==> config.mk <==
export PLATFORM = sky130hd
export DESIGN_NAME = adc_spi_responder_flat
export DESIGN_NICKNAME = d
export VERILOG_FILES = /design/src/rtl/adc_spi_responder_pkg.sv /design/src/rtl/adc_spi_responder_if.sv /design/src/rtl/adc_spi_responder_sync_edge.sv /design/src/rtl/adc_spi_responder.sv /design/src/flat_wrapper.sv
export SDC_FILE = /design/constraint.sdc
export NUM_CORES = 1
export LEC_CHECK = 0
export CAP_MARGIN = 20
export CORE_AREA = 2 2 85 87
export DETAILED_ROUTE_END_ITERATION = 12
export DIE_AREA = 0 0 87 89
export GPL_ROUTABILITY_DRIVEN = 0
export GPL_TIMING_DRIVEN = 0
export PLACE_DENSITY_LB_ADDON = 0.2
export RECOVER_POWER = 100
export REMOVE_ABC_BUFFERS = 1
export SLEW_MARGIN = 5
export SYNTH_ARGS = -nofsm -noshare
export SYNTH_HDL_FRONTEND = slang
export SYNTH_SLANG_ARGS = --single-unit
export TNS_END_PERCENT = 20
==> constraint.sdc <==
create_clock -name clk -period 1.9 [get_ports clk]
set_clock_uncertainty 0.05 [all_clocks]
set_input_delay 0.19 -clock clk [delete_from_list [all_inputs] [get_ports clk]]
set_output_delay 0.19 -clock clk [all_outputs]
set_load 0.02 [all_outputs]
==> src/rtl/adc_spi_responder_pkg.sv <==
// Shared constants, types and helpers for the ADC serial link (responder and master).
package adc_spi_responder_pkg;

    localparam int unsigned ADC_FRAME_BITS = 16;
    localparam int unsigned ADC_DATA_W     = 12;
    localparam int unsigned ADC_LEAD_ZEROS = 4;
    localparam int unsigned ADC_ADDR_MSB   = 13;
    localparam int unsigned ADC_ADDR_LSB   = 11;
    localparam int unsigned ADC_ADDR_W     = ADC_ADDR_MSB - ADC_ADDR_LSB + 1;
    localparam int unsigned ADC_CNT_W      = $clog2(ADC_FRAME_BITS + 1);
    localparam int unsigned ADC_IDX_W      = $clog2(ADC_FRAME_BITS);

    typedef logic [ADC_DATA_W-1:0] adc_sample_t;
    typedef logic [ADC_ADDR_W-1:0] adc_addr_t;

    // Serial response word, transmitted MSB first
    typedef struct packed {
        logic [ADC_LEAD_ZEROS-1:0] lead;
        adc_sample_t               sample;
    } adc_frame_t;

    typedef enum logic [1:0] {
        IDLE,
        LOAD,
        SHIFT
    } adc_rsp_state_t;

    // Build the response word for one sample: leading zeros then the sample
    function automatic adc_frame_t adc_make_frame(input adc_sample_t sample);
        adc_frame_t frame;
        frame.lead   = '0;
        frame.sample = sample;
        return frame;
    endfunction

endpackage

==> src/rtl/adc_spi_responder_if.sv <==
// Serial pins between the ADC master and the emulated converter.
interface adc_spi_responder_if;

    logic ADC_CS;
    logic ADC_clk;
    logic ADC_Din;
    logic ADC_Dout;

    modport master (
        output ADC_CS,
        output ADC_clk,
        output ADC_Din,
        input  ADC_Dout
    );

    modport slave (
        input  ADC_CS,
        input  ADC_clk,
        input  ADC_Din,
        output ADC_Dout
    );

endinterface

==> src/rtl/adc_spi_responder_sync_edge.sv <==
// Multi-flop synchronizer for an asynchronous pin with rise/fall pulses on the synced copy.
module adc_spi_responder_sync_edge #(
    parameter int unsigned SYNC_LEN = 2
) (
    input  logic clk,
    input  logic rst_n,
    input  logic pin,
    output logic rise_c,
    output logic fall_c
);

    logic [SYNC_LEN-1:0] sync_q;
    logic                prev_q;

    // Synchronizer chain plus one history flop for edge detection
    always_ff @(posedge clk or negedge rst_n) begin
        if (!rst_n) begin
            sync_q <= '0;
            prev_q <= 1'b0;
        end else begin
            sync_q <= {sync_q[SYNC_LEN-2:0], pin};
            prev_q <= sync_q[SYNC_LEN-1];
        end
    end

    assign rise_c = sync_q[SYNC_LEN-1] & ~prev_q;
    assign fall_c = ~sync_q[SYNC_LEN-1] & prev_q;

endmodule

==> src/rtl/adc_spi_responder.sv <==
// Emulated 8-channel 12-bit SPI ADC: receives the channel address on ADC_Din and
// returns {4'b0, sample} MSB first on ADC_Dout, one frame of address pipelining.
module adc_spi_responder
    import adc_spi_responder_pkg::*;
#(
    parameter int unsigned N_CH     = 8,
    parameter int unsigned SYNC_LEN = 2
) (
    input  logic                clk,
    input  logic                reset,
    adc_spi_responder_if.slave  bus,
    input  adc_sample_t         ADC_DATA [N_CH-1:0],
    output logic                frame_done,
    output adc_addr_t           frame_addr
);

    // Only the bits up to and including the address field need to be kept
    localparam int unsigned RX_W = ADC_ADDR_MSB;
    localparam logic [ADC_CNT_W-1:0] FRAME_END = ADC_CNT_W'(ADC_FRAME_BITS);
    localparam logic [ADC_CNT_W-1:0] LAST_IDX  = ADC_CNT_W'(ADC_FRAME_BITS - 1);
    localparam logic [7:0] CH_VALID = 8'((64'd1 << N_CH) - 64'd1);

    logic cs_rise_c;
    logic cs_fall_c;
    logic sclk_rise_c;
    logic sclk_fall_c;
    logic din_s;

    logic [SYNC_LEN-1:0]       din_sync_q;
    adc_rsp_state_t            state_q;
    logic [ADC_FRAME_BITS-1:0] tx_shreg;
    logic [RX_W-1:0]           rx_shreg;
    logic [ADC_CNT_W-1:0]      bit_cnt;
    adc_addr_t                 next_ch;
    logic                      dout_q;

    adc_frame_t             load_frame_c;
    adc_addr_t              rx_addr_c;
    logic [ADC_IDX_W-1:0]   tx_idx_c;

    adc_spi_responder_sync_edge #(.SYNC_LEN(SYNC_LEN)) u_cs_sync (
        .clk    (clk),
        .rst_n  (reset),
        .pin    (bus.ADC_CS),
        .rise_c (cs_rise_c),
        .fall_c (cs_fall_c)
    );

    adc_spi_responder_sync_edge #(.SYNC_LEN(SYNC_LEN)) u_sclk_sync (
        .clk    (clk),
        .rst_n  (reset),
        .pin    (bus.ADC_clk),
        .rise_c (sclk_rise_c),
        .fall_c (sclk_fall_c)
    );

    // Data-in only needs the level, aligned with the clock synchronizer
    always_ff @(posedge clk or negedge reset) begin
        if (!reset) begin
            din_sync_q <= '0;
        end else begin
            din_sync_q <= {din_sync_q[SYNC_LEN-2:0], bus.ADC_Din};
        end
    end

    assign din_s        = din_sync_q[SYNC_LEN-1];
    assign load_frame_c = adc_make_frame(ADC_DATA[next_ch]);
    // Before the 16th bit shifts in, the address sits in the top of the 13 kept bits
    assign rx_addr_c    = rx_shreg[RX_W-1 -: ADC_ADDR_W];
    assign tx_idx_c     = ADC_IDX_W'(LAST_IDX - bit_cnt);
    assign bus.ADC_Dout = dout_q;

    // Frame FSM: CS rise aborts from any state; clock edges only matter in SHIFT
    always_ff @(posedge clk or negedge reset) begin
        if (!reset) begin
            state_q    <= IDLE;
            tx_shreg   <= '0;
            rx_shreg   <= '0;
            bit_cnt    <= '0;
            next_ch    <= '0;
            dout_q     <= 1'b0;
            frame_done <= 1'b0;
            frame_addr <= '0;
        end else begin
            frame_done <= 1'b0;
            if (cs_rise_c) begin
                state_q <= IDLE;
                dout_q  <= 1'b0;
                bit_cnt <= '0;
            end else begin
                case (state_q)
                    IDLE: begin
                        dout_q  <= 1'b0;
                        bit_cnt <= '0;
                        if (cs_fall_c) begin
                            state_q <= LOAD;
                        end
                    end
                    LOAD: begin
                        tx_shreg <= load_frame_c;
                        bit_cnt  <= '0;
                        dout_q   <= load_frame_c[ADC_FRAME_BITS-1];
                        state_q  <= SHIFT;
                    end
                    SHIFT: begin
                        if (sclk_rise_c) begin
                            // Count saturates at a full frame; extra rises are ignored
                            if (bit_cnt != FRAME_END) begin
                                rx_shreg <= {rx_shreg[RX_W-2:0], din_s};
                                bit_cnt  <= bit_cnt + ADC_CNT_W'(1);
                                if (bit_cnt == LAST_IDX) begin
                                    frame_done <= 1'b1;
                                    frame_addr <= rx_addr_c;
                                    next_ch    <= CH_VALID[rx_addr_c] ? rx_addr_c : '0;
                                end
                            end
                        end else if (sclk_fall_c) begin
                            // Fall after a full frame with CS still low starts the next one
                            if (bit_cnt == FRAME_END) begin
                                state_q <= LOAD;
                            end else if (bit_cnt != '0) begin
                                dout_q <= tx_shreg[tx_idx_c];
                            end
                        end
                    end
                    default: begin
                        state_q <= IDLE;
                        dout_q  <= 1'b0;
                    end
                endcase
            end
        end
    end

endmodule

==> src/flat_wrapper.sv <==
// flat-port wrapper written by rule: the top's interface ports become plain ports
module adc_spi_responder_flat import adc_spi_responder_pkg::*;
#(
    parameter int unsigned N_CH     = 8,
    parameter int unsigned SYNC_LEN = 2
)
  (clk, reset, ADC_DATA, frame_done, frame_addr, bus_ADC_CS, bus_ADC_clk, bus_ADC_Din, bus_ADC_Dout);
  adc_spi_responder_if bus_i ();
  input  logic clk;
  input  logic reset;
  input  adc_sample_t ADC_DATA[N_CH-1:0];
  output logic frame_done;
  output adc_addr_t frame_addr;
  input wire logic [$bits(bus_i.ADC_CS)-1:0] bus_ADC_CS;
  input wire logic [$bits(bus_i.ADC_clk)-1:0] bus_ADC_clk;
  input wire logic [$bits(bus_i.ADC_Din)-1:0] bus_ADC_Din;
  output wire logic [$bits(bus_i.ADC_Dout)-1:0] bus_ADC_Dout;
  assign bus_i.ADC_CS = bus_ADC_CS;
  assign bus_i.ADC_clk = bus_ADC_clk;
  assign bus_i.ADC_Din = bus_ADC_Din;
  assign bus_ADC_Dout = bus_i.ADC_Dout;
  adc_spi_responder #(.N_CH(N_CH), .SYNC_LEN(SYNC_LEN)) u_core (.clk(clk), .reset(reset), .bus(bus_i), .ADC_DATA(ADC_DATA), .frame_done(frame_done), .frame_addr(frame_addr));
endmodule
==> reports/summary.txt, run 1 <==
Vias in the first global route: 2096
Wirelength, routed: 5.618 mm
CP required: 2.03 ns
Syn Area/Cell: 14.23 um^2
Crit-path max FO: 13
Count of cell types in the netlist: 40
Worst-path clk slew: 0.08 ns
RSZ-0062 raised after global routing: yes
Via Count: 1866
H-tree depth: 2
Worst R2R Start: u_core.bit_cnt[0]$_DFFE_PN0P_
Worst path cell trace: inv_1 -> ha_1 -> nand4bb_2 -> and2_4 -> nand2_8 -> mux2_2
Post-route DRC: 0
Antenna Nets Post-Route: 0
Worst path arrival time: 1.95 ns
Worst reg2reg setup slack: 0.08 ns
Synth Instances: 184
Die width: 87 um
Critical path class: flop to flop
Hold Vio Cnt, Final: 0
Pwr/cell area: 662.2 nW/um^2
Final setup violation count: 0
Leakage: 1.550 nW
Post-Syn Area: 2618 um^2
Max Slew Vio Count: 0
TritonCTS buffer count: 5
Final instance area: 3842 um^2
CTS tree: built
Number of synthesized register bits: 45
Non-Filler Instances: 367
Synth warn: 0
RR Endpoint: u_core.rx_shreg[6]$_DFFE_PN0P_
Met2 Use GR: 28.31%
Crit path capture type: flop
Placed wire-length estimate: 4.387 mm
Share of post-route cells with drive strength above 1: 22.30%
Post-DR wirelength/cell: 15.31 um
R2R cell count: 6
Largest net degree at the start of global routing: 31
Clock latency on the worst-skew pair: 0.29 ns
Die ar.: 7743 um^2
Hold Path Stages: 0
Max clock buf depth: 2
Max-cap violations: 0
Least-Margin Pin Slew: 0.8193 ns
Max incr delay on CP: 0.49 ns
Top-area cell type share of the netlist area: 43.02%
Biggest area consumer among synthesized cells: dfrtp_1
Fin nets: 390
Largest cells by area after synthesis: dfrtp_1 43%, mux4_2 23%, mux2_4 5.7%
FFs w/ async S/R, synth: 100.0%
CTS sink cnt: 45
Row cnt: 30
Area grow syn2layout: 46.80%
GR Util met1: 19.07%
EDFF count, synth: 0
Hold endpoint: u_core.din_sync_q[1]$_DFF_PN0_
Starting DRT DRC Count: 80
First-pass iteration count of the detailed router: 4
Worst Min Path Start: u_core.din_sync_q[0]$_DFF_PN0_
Status: finished clean
Hold crit path type: flop to flop
Slowest cell on the critical path: dfrtp_2
Seq/Total Area, Yosys: 43.02%
Remaining Overflow, GRT: 0
Clk Tree Root Cell: clkbuf_8
Tot GR Track Use: 15.67%
DR vias/cell: 5.084
Max-slew headroom: 45.38%
Met3 usage: 3.693%
Period utilization: 95.73%
Core area: 6719 um^2
Final min period: 1.819 ns
Worst setup SP type: flop
Placed instance area: 3697 um^2
Fillers: 581
Io pins: 106
Antenna violations before repair: 0
Max VDD drop: 0.0004089 V
N_diodes: 0
Util after Layout: 57.19%
Busiest grt layer: met2
Total placed cells including tap cells: 357
Synth Flop Type: dfrtp_1
Die Y: 89 um
Fmax achieved: 549.8 MHz
Starting density of the core: 38.96%
# port buffers: 105
Global-route wire length before repair: 9.473 mm
==> how the worst max path moves through the flow <==
stage                                           startpoint                        endpoint  slack, ns
after floorplan           u_core.frame_addr[1]$_DFFE_PN0P_  u_core.tx_shreg[0]$_DFFE_PN0P_      -0.37
after detailed placement  u_core.frame_addr[2]$_DFFE_PN0P_                   frame_addr[2]      -0.23
after CTS                 u_core.frame_addr[2]$_DFFE_PN0P_                   frame_addr[2]      -0.01
final                        u_core.bit_cnt[0]$_DFFE_PN0P_  u_core.rx_shreg[6]$_DFFE_PN0P_       0.08
after global routing      u_core.frame_addr[1]$_DFFE_PN0P_                   frame_addr[1]      0.003
after global placement    u_core.frame_addr[1]$_DFFE_PN0P_  u_core.tx_shreg[0]$_DFFE_PN0P_      -0.73
==> flip-flops by register name, summed over array words and instances (netlist names) <==
| signal | flops |
|---|---|
| u_core.frame_done | 1 |
| u_core.u_cs_sync.prev_q | 1 |
| u_core.u_sclk_sync.sync_q | 2 |
| u_core.state_q | 2 |
| u_core.bit_cnt | 5 |
| u_core.din_sync_q | 2 |
| u_core.u_sclk_sync.prev_q | 1 |
| u_core.rx_shreg | 13 |
| u_core.bus.ADC_Dout | 1 |
| u_core.frame_addr | 3 |
| u_core.tx_shreg | 12 |
| u_core.u_cs_sync.sync_q | 2 |
==> power by group <==
group	switching [mW]	internal, mW	total (mW)	leakage [nW]
registers	0.0992	1.13	1.23	0.578
logic	0.188	0.385	0.573	0.914
clock network	0.310	0.427	0.737	0.0574
==> final cells by class <==
| class | instances | area, um^2 | area share (%) |
|---|---|---|---|
| clock buffer | 6 | 82.58 | 2.149 |
| clock inverter | 2 | 37.54 | 0.9769 |
| inverter | 6 | 22.52 | 0.5861 |
| multi-input combinational | 119 | 1371 | 35.69 |
| sequential | 45 | 1136 | 29.57 |
| tap | 80 | 100.1 | 2.605 |
| timing repair buffer | 109 | 1092 | 28.43 |
==> cell families after synthesis <==
kind of cell,Yosys count,synth area share (%)
AND/OR/NAND/NOR,37,9.227
XOR/XNOR,3,1.004
buffers and inverters,20,4.492
multiplexers,56,36.52
flip-flops,45,43.02
AO/OA/AOI/OAI,20,4.303
adder cells (fa/ha/maj),3,1.434
==> critical path, delay by kind of cell (launching register included) <==
kind	cells	cell delay [ns]
buffers and inverters	1	0.08
flip-flops	1	0.49
adder cells (fa/ha/maj)	1	0.18
multiplexers	1	0.36
AND/OR/NAND/NOR	3	0.54
==> synthesized netlist by cell type, types with 2 or more instances <==
library cell and number:
dfrtp_1 45, mux4_2 27, mux2i_1 13, nand2_1 13, o21ai_0 13, mux2_4 10
nor2_1 7, inv_1 6, mux2_2 6, buf_2 5, clkbuf_1 3, ha_1 3
buf_4 2, nand3_1 2, nor4_1 2, o21ai_1 2, xor2_1 2
==> placed cells by master, fill, tap and decap left out, types with 2 or more instances in the layout <==
cell type / netlist / layout
o21ai_0: 13 / 13
inv_1: 6 / 6
mux2_4: 10 / 10
nor4_1: 2 / 2
mux2_2: 6 / 6
nor2_1: 7 / 7
dfrtp_4: 0 / 2
nand3_1: 2 / 2
clkbuf_8: 0 / 6
dfrtp_1: 45 / 41
nand2_1: 13 / 13
mux4_2: 27 / 27
o21ai_1: 2 / 2
dlygate4sd3_1: 0 / 6
ha_1: 3 / 3
clkdlybuf4s50_1: 0 / 98
mux2i_1: 13 / 13
dfrtp_2: 0 / 2
xor2_1: 2 / 2
==> per-stage QoR <==
stage	hold WS [ns]	setup slack [ns]	power (mW)	TNS, ns
detailed placement	0.08208	-0.2344	1.842	-1.262
floorplan	-0.1556	-0.3745	1.535	-4.494
finish	0.3031	0.08114	2.545	0
CTS	0.2753	-0.01365	2.594	-0.01365
global route	0.3218	0.002674	2.693	0
global placement	0.2855	-0.7335	1.811	-36.15
==> routing by layer <==
metal	routed length (um)	part of all wire, %
met1	2384	42
met2	2849	51
met3	348	6.2
met4	36	0.64
met5	0	0
==> repair_timing <==
| item | CTS | global route |
|---|---|---|
| hold buffers | 1 | 0 |
| endpoints found under the setup margin | 18 | 7 |
| buffers inserted | 1 | 0 |
| endpoints found under the hold margin | 15 | 0 |
| gates resized for setup | 5 | 4 |
(Power assumes the default switching activity.)
==> run 2, diff against run 1 <==
--- a/config.mk
+++ b/config.mk
@@ -6,9 +6,9 @@
 export NUM_CORES = 1
 export LEC_CHECK = 0
 export CAP_MARGIN = 20
-export CORE_AREA = 2 2 85 87
+export CORE_AREA = 2 2 83 85
 export DETAILED_ROUTE_END_ITERATION = 12
-export DIE_AREA = 0 0 87 89
+export DIE_AREA = 0 0 85 87
 export GPL_ROUTABILITY_DRIVEN = 0
 export GPL_TIMING_DRIVEN = 0
 export PLACE_DENSITY_LB_ADDON = 0.2
==> constraint.sdc (replaced) <==
create_clock -name clk -period 1.7 [get_ports clk]
set_clock_uncertainty 0.05 [all_clocks]
set_input_delay 0.17 -clock clk [delete_from_list [all_inputs] [get_ports clk]]
set_output_delay 0.17 -clock clk [all_outputs]
set_load 0.02 [all_outputs]
==> reports/summary.txt, run 2 (synthesized netlist as in run 1, its figures left out) <==
Post-DR wirelength/cell: 16.50 um (+7.8%)
Slowest cell on the critical path: dfrtp_2
Io pins: 106 (unchanged)
Max VDD drop: 0.0004639 V (+13%)
Fillers: 515 (-11%)
NetSw: 704.4 uW (+18%)
Worst path bufs/invs: 1 (unchanged)
Crit path capture type: flop
Sequential share of power: 51.1% (+2.6 points)
Busiest grt layer: met2
DR vias/cell: 5.243 (+3.1%)
RR Endpoint: u_core.rx_shreg[4]$_DFFE_PN0P_
Post-route DRC: 0 (unchanged)
Die width: 85 um (-2.3%)
Clk Tree Root Cell: clkbuf_8
Max-slew headroom: 57.60% (+12 points)
Worst R2R Start: u_core.bit_cnt[1]$_DFFE_PN0P_
Largest net degree at the start of global routing: 36 (+16%)
Wirelength, routed: 6.253 mm (+11%)
Least-Margin Pin Slew: 0.6361 ns (-0.1832 ns)
N_diodes: 0 (unchanged)
Worst reg2reg setup slack: 0.02 ns (-0.06 ns)
Top flop regs: u_core.rx_shreg: 13 flops, u_core.tx_shreg: 12 flops, u_core.bit_cnt: 5 flops
Critical path class: flop to flop
CP required: 1.83 ns (-0.20 ns)
Worst-path clk slew: 0.08 ns (about the same)
CTS sink cnt: 45 (unchanged)
Largest register by flop count: u_core.rx_shreg
Met3 usage: 4.076% (+0.38 points)
Crit path to: u_core.rx_shreg[4]$_DFFE_PN0P_
Final min period: 1.679 ns (-0.1401 ns)
Final setup violation count: 0 (unchanged)
Starting density of the core: 39.85% (+0.89 points)
Crit path max-delay family: flip-flops
Share of post-route cells with drive strength above 1: 28.43% (+6.1 points)
Hold Slack: 0.3058 ns (+0.002740 ns)
Row cnt: 30 (unchanged)
CTS tree: built
H-tree depth: 2 (unchanged)
Leakage: 1.598 nW (+3.1%)
Setup WS pre-CTS: -0.3781 ns (-0.1437 ns)
R2R cell count: 6 (unchanged)
Hold Vio Cnt, Final: 0 (unchanged)
Worst path arrival time: 1.81 ns (-0.14 ns)
Remaining Overflow, GRT: 0 (unchanged)
Clock latency on the worst-skew pair: 0.30 ns (about the same)
Cell-internal power: 2.000 mW (+2.7%)
Worst path cell trace: inv_2 -> ha_4 -> nand4bb_4 -> and2_4 -> nand2_4 -> mux2_4
Vias in the first global route: 2098 (+0.095%)
Post-route setup slack: 0.02121 ns (-0.05993 ns)
Most common cell after layout, fill and taps aside: clkdlybuf4s50_1
Core area: 6569 um^2 (-2.2%)
Die Y: 87 um (-2.2%)
Starting DRT DRC Count: 74 (-7.5%)
Net Sw Frac: 26.04% (+2.6 points)
Period utilization: 98.75% (+3.0 points)
GR Util met1: 21.83% (+2.8 points)
First-pass iteration count of the detailed router: 4 (unchanged)
Die ar.: 7395 um^2 (-4.5%)
Max clock buf depth: 2 (unchanged)
Pwr/cell area: 678.1 nW/um^2 (+2.4%)
Comb power frac: 25.0% (+2.5 points)
Met2 Use GR: 29.62% (+1.3 points)
Crit path from: u_core.bit_cnt[1]$_DFFE_PN0P_
Tot GR Track Use: 17.27% (+1.6 points)
Worst setup SP type: flop
Fmax achieved: 595.7 MHz (+8.3%)
Hold crit path type: flop to flop
Critical path depth in cells: 6 (unchanged)
Max Slew Vio Count: 0 (unchanged)
Most frequent cells in the layout: 100 x clkdlybuf4s50_1, 40 x dfrtp_1, 27 x mux4_2
Fin nets: 402 (+3.1%)
TritonCTS buffer count: 5 (unchanged)
Placed wire-length estimate: 4.353 mm (-0.77%)
Clock share of power: 23.8% (-5.2 points)
Util after Layout: 60.72% (+3.5 points)
Antenna Nets Post-Route: 0 (unchanged)
Area grow syn2layout: 52.39%
Global-route wire length before repair: 9.998 mm (+5.5%)
Max-cap violations: 0 (unchanged)
Crit-path max FO: 6 (-7)
Number of flip-flops in the largest register: 13 (unchanged)
# port buffers: 105 (unchanged)
Via Count: 1987 (+6.5%)
Max incr delay on CP: 0.48 ns (about the same)
Antenna violations before repair: 0 (unchanged)
RSZ-0062 raised after global routing: yes
Status: finished clean
[run 2: changes by cell type in the layout (fill, tap and decap cells not counted), moves of 3 or more]
cell / previous run / this run
ha_1: 3 / 0
buf_4: 1 / 11
mux2_2: 6 / 2
mux2_4: 10 / 14
[run 2: layout make-up]
cell class	count	area, um^2	area share, %
timing repair buffer	120	1182	29.64
clock inverter	3	17.52	0.4391
clock buffer	5	68.82	1.725
sequential	45	1140	28.58
inverter	6	22.52	0.5646
multi-input combinational	120	1458	36.54
tap	80	100.1	2.509
[run 2: per-stage QoR]
step	instance area [um^2]	total power [mW]	setup TNS, ns	std cells
2_1_floorplan	2522	1.716	-6.963	170
3_3_place_gp	3674	2.022	-49.34	355
3_5_place_dp	3697	2.053	-6.256	357
4_1_cts	3904	2.718	-0.05424	372
5_1_grt	3989	2.877	-0.1784	379
6_report	3989	2.705	0	379
[run 2: worst min-delay path by stage]
stage,from,end,slack [ns],cells after the start
after CTS,reset,u_core.tx_shreg[3]$_DFFE_PN0P_,0.23,2
after floorplan,reset,u_core.bit_cnt[0]$_DFFE_PN0P_,-0.18,0
after global placement,u_core.din_sync_q[0]$_DFF_PN0_,u_core.din_sync_q[1]$_DFF_PN0_,0.28,0
final,u_core.din_sync_q[0]$_DFF_PN0_,u_core.din_sync_q[1]$_DFF_PN0_,0.31,0
after global routing,u_core.din_sync_q[0]$_DFF_PN0_,u_core.din_sync_q[1]$_DFF_PN0_,0.31,0
after detailed placement,reset,u_core.bit_cnt[2]$_DFFE_PN0P_,0.02,1
[run 2: per-layer routing]
metal | vias to the layer above | part of all wire [%]
met5 | - | 0
met4 | 0 | 2.1
met3 | 9 | 6.1
met2 | 79 | 52
met1 | 983 | 40
li1 | 916 | -
[run 2: power by group through the flow]
stage / Clock, mW / Sequential (mW) / Combinational (mW)
after floorplan: 0 / 1.37 / 0.349
after global placement: 0 / 1.40 / 0.626
after detailed placement: 0 / 1.40 / 0.649
after CTS: 0.672 / 1.38 / 0.661
after global routing: 0.715 / 1.41 / 0.749
final: 0.644 / 1.38 / 0.677
[run 2: repair_timing]
item	CTS	global route
hold endpoints to repair	24	0
gates cloned	0	1
endpoints found under the setup margin	32	29
setup buffers	6	6
hold buffers	1	0
pin swaps	1	6
gates resized for setup	15	9
[run 2: worst register-to-register path: stages, from the launching register on]
cell and delay, ns:
dfrtp_2 0.48, inv_2 0.11, ha_4 0.15, nand4bb_4 0.11
and2_4 0.21, nand2_4 0.15, mux2_4 0.31
==> run 3, diff against run 2 <==
--- a/config.mk
+++ b/config.mk
@@ -6,14 +6,15 @@
 export NUM_CORES = 1
 export LEC_CHECK = 0
 export CAP_MARGIN = 20
-export CORE_AREA = 2 2 83 85
+export CORE_AREA = 2 2 85 87
 export DETAILED_ROUTE_END_ITERATION = 12
-export DIE_AREA = 0 0 85 87
+export DIE_AREA = 0 0 87 89
 export GPL_ROUTABILITY_DRIVEN = 0
 export GPL_TIMING_DRIVEN = 0
 export PLACE_DENSITY_LB_ADDON = 0.2
 export RECOVER_POWER = 100
 export REMOVE_ABC_BUFFERS = 1
+export SETUP_SLACK_MARGIN = 0.15
 export SLEW_MARGIN = 5
 export SYNTH_ARGS = -nofsm -noshare
 export SYNTH_HDL_FRONTEND = slang
==> constraint.sdc (replaced) <==
create_clock -name clk -period 1.3 [get_ports clk]
set_clock_uncertainty 0.05 [all_clocks]
set_input_delay 0.13 -clock clk [delete_from_list [all_inputs] [get_ports clk]]
set_output_delay 0.13 -clock clk [all_outputs]
set_load 0.02 [all_outputs]
==> reports/summary.txt, run 3 (synthesized netlist as in run 1, its figures left out) <==
Crit path capture type: flop
Largest net degree at the start of global routing: 31 (-14%)
Final min period: 1.639 ns (-0.03931 ns)
Most frequent cells in the layout: 96 x clkdlybuf4s50_1, 38 x dfrtp_1, 27 x mux4_2
Total placed cells including tap cells: 357 (unchanged)
Period utilization: 126.1% (+27 points)
Fmax achieved: 609.9 MHz (+2.4%)
Max VDD drop: 0.0005931 V (+28%)
Number of flip-flops in the largest register: 13 (unchanged)
Critical path class: flop to flop
Worst reg2reg setup slack: -0.34 ns (-0.36 ns)
Final setup violation count: 36 (+36)
Die width: 87 um (+2.4%)
CTS tree: built
N_diodes: 0 (unchanged)
Hold Vio Cnt, Final: 0 (unchanged)
Leakage: 1.654 nW (+3.5%)
H-tree depth: 2 (unchanged)
TritonCTS buffer count: 5 (unchanged)
Hold crit path type: flop to flop
Antenna Nets Post-Route: 0 (unchanged)
Crit-path max FO: 5 (-1)
Clk Tree Root Cell: clkbuf_8
Tot GR Track Use: 16.89% (-0.38 points)
Max-slew headroom: 39.30% (-18 points)
Slowest cell on the critical path: dfrtp_2
CTS sink cnt: 45 (unchanged)
Top flop regs: u_core.rx_shreg: 13 flops, u_core.tx_shreg: 12 flops, u_core.bit_cnt: 5 flops
Post-route DRC: 0 (unchanged)
Final instance area: 4133 um^2 (+3.6%)
Post-route setup slack: -0.3395 ns (-0.3607 ns)
Non-Filler Instances: 384 (+1.3%)
DR vias/cell: 5.156 (-1.6%)
Largest register by flop count: u_core.rx_shreg
Max-cap violations: 0 (unchanged)
Max Slew Vio Count: 0 (unchanged)
Worst-path clk slew: 0.08 ns (about the same)
First-pass iteration count of the detailed router: 4 (unchanged)
Starting density of the core: 38.96% (-0.89 points)
Io pins: 106 (unchanged)
Setup TNS Final: -9.571 ns (-9.571 ns)
Wirelength, routed: 6.143 mm (-1.8%)
Fillers: 561 (+8.9%)
Total power: 3.845 mW (+42%)
Worst path cell trace: inv_2 -> ha_4 -> nand4bb_4 -> and2_4 -> nand3_4 -> mux2_2
# port buffers: 105 (unchanged)
Row cnt: 30 (unchanged)
CP required: 1.43 ns (-0.40 ns)
Share of post-route cells with drive strength above 1: 33.22% (+4.8 points)
Antenna violations before repair: 0 (unchanged)
Post-DR wirelength/cell: 16.00 um (-3.0%)
Max incr delay on CP: 0.46 ns (-0.02 ns)
Core area: 6719 um^2 (+2.3%)
Status: complete, but fails checks
Area grow syn2layout: 57.89%
Least-Margin Pin Slew: 0.9105 ns (+0.2744 ns)
RSZ-0062 raised after global routing: yes
Remaining Overflow, GRT: 0 (unchanged)
Via Count: 1980 (-0.35%)
Global-route wire length before repair: 10.19 mm (+1.9%)
Worst path arrival time: 1.77 ns (-0.04 ns)
Worst setup SP type: flop
Most common cell after layout, fill and taps aside: clkdlybuf4s50_1
Starting DRT DRC Count: 57 (-23%)
Placed instance area: 3697 um^2 (unchanged)
Die ar.: 7743 um^2 (+4.7%)
Pwr/cell area: 930.4 nW/um^2 (+37%)
Crit path max-delay family: flip-flops
Die Y: 89 um (+2.3%)
Max clock buf depth: 2 (unchanged)
Util after Layout: 61.51% (+0.78 points)
Placed wire-length estimate: 4.387 mm (+0.77%)
Vias in the first global route: 2212 (+5.4%)
Fin nets: 407 (+1.2%)
Violated checks: setup timing
Worst path bufs/invs: 1 (unchanged)
Clock latency on the worst-skew pair: 0.29 ns (about the same)
[run 3: timing repair]
action                                  in CTS  in global routing
endpoints found under the hold margin       15                  0
setup buffers                               15                  2
cloned                                       1                  0
resized for setup                           62                 16
pin swaps                                    9                  7
endpoints found under the setup margin      42                 40
hold buffers                                 1                  0
[run 3: power breakdown]
part,internal (mW),leakage (nW),total (mW),switching [mW]
Combinational,0.622,1.02,0.955,0.332
Sequential,1.66,0.573,1.81,0.149
Clock,0.625,0.0574,1.08,0.457
Total,2.91,1.65,3.84,0.938
[run 3: through the flow]
step	setup WS (ns)	hold WS [ns]
after floorplan	-0.9745	-0.2156
after global placement	-1.334	0.2855
after detailed placement	-0.7744	0.02208
after CTS	-0.3239	0.2153
after global routing	-0.4044	0.3218
final	-0.3395	0.3046
[run 3: final timing paths]
check,from,end,cells past startpoint
setup / recovery,u_core.bit_cnt[0]$_DFFE_PN0P_,u_core.frame_addr[1]$_DFFE_PN0P_,6
hold / removal,u_core.din_sync_q[0]$_DFF_PN0_,u_core.din_sync_q[1]$_DFF_PN0_,0
setup reg to reg,u_core.bit_cnt[0]$_DFFE_PN0P_,u_core.frame_addr[1]$_DFFE_PN0P_,6
hold reg to reg,u_core.din_sync_q[0]$_DFF_PN0_,u_core.din_sync_q[1]$_DFF_PN0_,0
max in group asynchronous,reset,u_core.frame_addr[0]$_DFFE_PN0P_,3
min in group asynchronous,reset,u_core.state_q[0]$_DFFE_PN0P_,2
[run 3: layer usage]
layer	routed length [um]	track usage, %
met5	0	0
met4	125	5.256
met3	371	3.509
met2	3107	29.63
met1	2539	21.03
[run 3: area by class of cell]
| cell class | count | area, um^2 | share of cell area [%] |
|---|---|---|---|
| repair buffers | 125 | 1252 | 30.31 |
| clock buffers | 6 | 82.58 | 1.998 |
| flip-flops and latches | 45 | 1142 | 27.64 |
| clock inverters | 2 | 37.54 | 0.9083 |
| multi-input cells | 120 | 1495 | 36.18 |
| inverters | 6 | 22.52 | 0.5450 |
| well taps | 80 | 100.1 | 2.422 |
==> RTL change 1 (settings of run 3) <==
The 3 states of `adc_rsp_state_t` get a one-hot encoding in 3 bits.
--- a/src/rtl/adc_spi_responder_pkg.sv
+++ b/src/rtl/adc_spi_responder_pkg.sv
@@ -19,10 +19,10 @@
         adc_sample_t               sample;
     } adc_frame_t;
 
-    typedef enum logic [1:0] {
-        IDLE,
-        LOAD,
-        SHIFT
+    typedef enum logic [2:0] {
+        IDLE  = 3'b001,
+        LOAD  = 3'b010,
+        SHIFT = 3'b100
     } adc_rsp_state_t;
 
     // Build the response word for one sample: leading zeros then the sample
Formal check against the unedited RTL: same outputs for any inputs over 10 cycles, from zero or initial values and one cycle with reset low; not proved beyond that.
==> RTL change 1 against run 3 <==
  * The run still ends with negative setup slack left
  * Worst setup slack got worse by 210 ps
  * Sequential cell count increased by 1
  * Global-route usage down 0.36 points
  * Die area unchanged
  * Design area fell by 3.2%
  * Area after synthesis is 0.19% lower
  * Worst hold slack got worse by 32 ps
  * First-iteration DRC count fell by 11%
  * Wire length down 3.5%
  * Power decreased by 17%
==> RTL change 1: results (changes against run 3) <==
| Metric | Value |
|---|---|
| Layout Nets | `412 (+1.2%)` |
| Layout cell share with drive strength beyond 1 | `0.294 (-0.0377)` |
| Total number of vias | `2,012 (+1.6%)` |
| Synth cell types | `32 (-20%)` |
| Post-synthesis compound-gate area fraction | `0.0508 (+0.00775)` |
| Post-Synth Adder-Cell Area | `0.0144 (+0.0000275)` |
| Highest net fanout along the worst path | `6 (+1)` |
| Largest net degree at the start of global routing | `29 (-6.5%)` |
| DP Area | `0.00373 mm² (+0.91%)` |
| CP arrival | `1970 ps (+200 ps)` |
| Switching share of total power | `0.230 (-0.0138)` |
| Global route overflow | `0 (unchanged)` |
| Global-route wire length before repair | `9960 µm (-2.3%)` |
| Met3 Resource Use GR | `0.0462 (+0.0111)` |
| Hpwl dp | `4240 µm (-3.3%)` |
| VDD IR max | `0.000420 V (-29%)` |
| Sequential share of the synthesized area | `0.441 (+0.0109)` |
| Total GRT Usage | `0.165 (-0.00356)` |
| Final wirelength | `5930 µm (-3.5%)` |
| Hold Path Class | `in2async` |
| Final WS setup | `-546 ps (-207 ps)` |
| Top Registers | `u_core.rx_shreg x13, u_core.tx_shreg x12, u_core.bit_cnt x5` |
| Synth area leaders | `dfrtp_1, mux4_2, mux2_2, mux2i_1, a21oi_1` |
| Leak | `1.55 nW (-6.5%)` |
| Worst-margin pin slew | `465 ps (-446 ps)` |
| Post-synthesis mux area share | `0.351 (-0.0146)` |
| Total negative setup slack | `-15,370 ps (-5800 ps)` |
| Synth top cells by count | `dfrtp_1, mux4_2, mux2_2` |
| Status | `finished with violations` |
| Initial antenna violation count | `0 (unchanged)` |
| DRT iter0 DRCs | `51 (-11%)` |
| Failing checks | `negative setup slack` |
| # setup viols final | `38 (+5.6%)` |
| Grt met1 use | `0.192 (-0.0186)` |
| Post-synthesis xor/xnor area fraction | `0.0101 (+0.0000192)` |
| GR met2 Demand/Resource | `0.303 (+0.00625)` |
| Vias in the first global route | `2,278 (+3.0%)` |
## RTL change 1: cell count changes after synthesis, moves of 3 or more
cell,before,now
a21oi_1,0,15
o21ai_0,13,0
mux2_2,6,18
mux2_4,10,0
nor2_1,7,17
nand2_1,13,4
nand2b_1,1,4
nor2b_1,0,3
## RTL change 1: repair_timing
item | CTS | global route
endpoints found under the hold margin | 17 | 0
buffers inserted | 12 | 0
setup endpoints to repair | 43 | 41
pin swaps | 16 | 1
hold buffers | 1 | 0
gates resized for setup | 39 | 9
## RTL change 1: per-stage QoR
stage	setup WS [ps]	util	cells
floorplan	-1010	-	181
global placement	-1380	0.551	366
detailed placement	-1340	0.555	368
CTS	-512	0.591	389
global route	-601	0.596	389
finish	-546	0.596	389
## RTL change 1: cell families (layout without fill, tap and decap cells)
logic type      count (synthesis)  after routing
compound gates                 21             21
xor+xnor                        3              3
fa+ha+maj                       3              3
buf+inv                        16            133
flops                          46             46
mux                            58             58
simple gates                   45             45
## RTL change 1: final timing paths
kind,from,to,slack [ps],depth (start not counted)
min,reset,u_core.tx_shreg[4],270,2
min in group clk,u_core.u_cs_sync.sync_q[0],u_core.u_cs_sync.sync_q[1],300,0
max reg2reg,u_core.state_q[1],u_core.frame_addr[2],-550,5
max,u_core.state_q[1],u_core.frame_addr[2],-550,5
min reg2reg,u_core.u_cs_sync.sync_q[0],u_core.u_cs_sync.sync_q[1],300,0
max in group asynchronous,reset,u_core.frame_addr[1],170,3
## RTL change 1: final cells by class
type	instances	area [µm²]
fillers	580	2720
multi-input cells	130	1440
repair buffers	120	1180
flip-flops and latches	46	1170
well taps	80	100
clock buffers	7	86.3
inverters	5	18.8
clock inverters	1	5.00
## RTL change 1: power groups by stage
stage          Sequential (mW)  Clock (mW)  Combinational (mW)
3_5_place_dp              1.69           0               0.629
5_1_grt                   1.68       0.970               0.725
2_1_floorplan             1.66           0               0.259
3_3_place_gp              1.68           0               0.608
4_1_cts                   1.65       0.910               0.660
6_report                  1.65       0.884               0.657
## RTL change 1: routing by layer
layer	vias to the layer above	share of wire
li1	959	-
met1	979	0.41
met2	70	0.52
met3	4	0.061
met4	0	0.012
met5	-	0
## RTL change 1: critical path, stage by stage, from the launching register on
cell and delay (ps):
dfrtp_2 410, or3b_4 400, nor4_4 340, buf_6 190, nand2_4 70, mux2_2 270
==> RTL change 2 (flow settings as in run 3) <==
Without the edit above. The package constant `ADC_ADDR_MSB` goes from 13 to 14.
--- a/src/rtl/adc_spi_responder_pkg.sv
+++ b/src/rtl/adc_spi_responder_pkg.sv
@@ -4,7 +4,7 @@
     localparam int unsigned ADC_FRAME_BITS = 16;
     localparam int unsigned ADC_DATA_W     = 12;
     localparam int unsigned ADC_LEAD_ZEROS = 4;
-    localparam int unsigned ADC_ADDR_MSB   = 13;
+    localparam int unsigned ADC_ADDR_MSB   = 14;
     localparam int unsigned ADC_ADDR_LSB   = 11;
     localparam int unsigned ADC_ADDR_W     = ADC_ADDR_MSB - ADC_ADDR_LSB + 1;
     localparam int unsigned ADC_CNT_W      = $clog2(ADC_FRAME_BITS + 1);
Interface: changed (resized frame_addr); port bits go from 106 to 107. The function was not compared with the original's and may differ.
==> RTL change 2 against run 3 <==
  * Power fell by 7.7%
  * Design area shrank 0.97%
  * Clock power down 18%
  * Area after synthesis up 1.8%
  * The run still ends with negative setup slack left
  * Wire length grew 5.4%
  * Sequential cell count increased by 2
  * Global-route usage rose by 0.86 points
  * Core utilization decreased by 0.60 points
  * Worst setup slack lost 150 ps
  * Critical endpoint is now u_core.rx_shreg[12]
  * Largest power group unchanged
==> RTL change 2: results (changes against run 3) <==
| Metric | Value |
|---|---|
| Status | `finished with violations` |
| Failing checks | `negative setup slack` |
| FF+latch count, synth | `47 (+4.4%)` |
| Fraction of area in registers | `0.290 (+0.0140)` |
| Largest net degree at the start of global routing | `33 (+6.5%)` |
| Filler cells | `558 (-0.53%)` |
| Dpl cells | `366 (+2.5%)` |
| Total negative setup slack | `-13,770 ps (-4200 ps)` |
| Setup WS pre-CTS | `-782 ps (-7.40 ps)` |
| Vias in the first global route | `2,283 (+3.2%)` |
| DR WL met2 | `3230 µm (+4.1%)` |
| Grt met1 use | `0.228 (+0.0174)` |
| Final wirelength | `6480 µm (+5.4%)` |
| # setup viols final | `39 (+8.3%)` |
| Pint | `2.64 mW (-9.3%)` |
| Layout Nets | `414 (+1.7%)` |
| Buffering overhead | `0.300 (-0.00284)` |
| Post-synthesis mux area share | `0.366 (+0.000699)` |
| Slew Limit Headroom | `0.385 (-0.00770)` |
| Final Non-Filler Cells | `391 (+1.8%)` |
| Nonclk buf count | `123 (-1.6%)` |
| Global-route wire length before repair | `10,400 µm (+2.5%)` |
| Input/output buffers | `106 (+0.95%)` |
| Final instance area | `0.00409 mm² (-0.97%)` |
| Sequential share of the synthesized area | `0.442 (+0.0113)` |
| Post-synthesis xor/xnor area fraction | `0.00986 (-0.000174)` |
| VDD IR max | `0.000463 V (-22%)` |
| Synth top cells by count | `dfrtp_1, mux4_2, mux2i_1` |
| Met3 Resource Use GR | `0.0369 (+0.00185)` |
| Synth area leaders | `dfrtp_1, mux4_2, mux2i_1, mux2_4, mux2_2` |
| Total number of vias | `2,047 (+3.4%)` |
| Final WS setup | `-486 ps (-146 ps)` |
| Logic inverters | `4 (-2)` |
| Slowest stage delay, CP | `390 ps (-70 ps)` |
| DRT iter0 DRCs | `80 (+40%)` |
| CP arrival | `1920 ps (+150 ps)` |
| Clock-pin slew on the worst setup and hold paths | `100 ps (+20 ps)` |
| DP Area | `0.00377 mm² (+2.0%)` |
| Leak | `1.64 nW (-1.1%)` |
| WL met1 | `2780 µm (+9.5%)` |
| Post-synthesis compound-gate area fraction | `0.0427 (-0.000278)` |
| Mean Syn Cell Area | `13.8 µm² (-3.0%)` |
| Reg2reg path depth | `7 (+1)` |
| Clock-cell share | `0.0217 (-0.00736)` |
| Synth cell types | `37 (-7.5%)` |
| Combinational Power Share | `0.232 (-0.016)` |
| Multi-input gate share of the layout cell area | `0.360 (-0.00227)` |
-- RTL change 2: what timing repair did --
item,4_1_cts,5_1_grt
gates resized for setup,58,6
gates cloned,1,0
hold buffers,1,0
buffers inserted,12,3
endpoints found under the hold margin,15,0
pin swaps,5,3
setup endpoints to repair,45,44
-- RTL change 2: how the worst min path moves through the flow --
| stage | startpoint | end | slack [ps] |
|---|---|---|---|
| after floorplan | reset | u_core.bit_cnt[0] | -220 |
| after global placement | u_core.din_sync_q[0] | u_core.din_sync_q[1] | 290 |
| after detailed placement | reset | u_core.tx_shreg[0] | 20 |
| after CTS | bus_ADC_Din | u_core.din_sync_q[0] | 210 |
| after global routing | u_core.din_sync_q[0] | u_core.din_sync_q[1] | 320 |
| final | u_core.din_sync_q[0] | u_core.din_sync_q[1] | 300 |
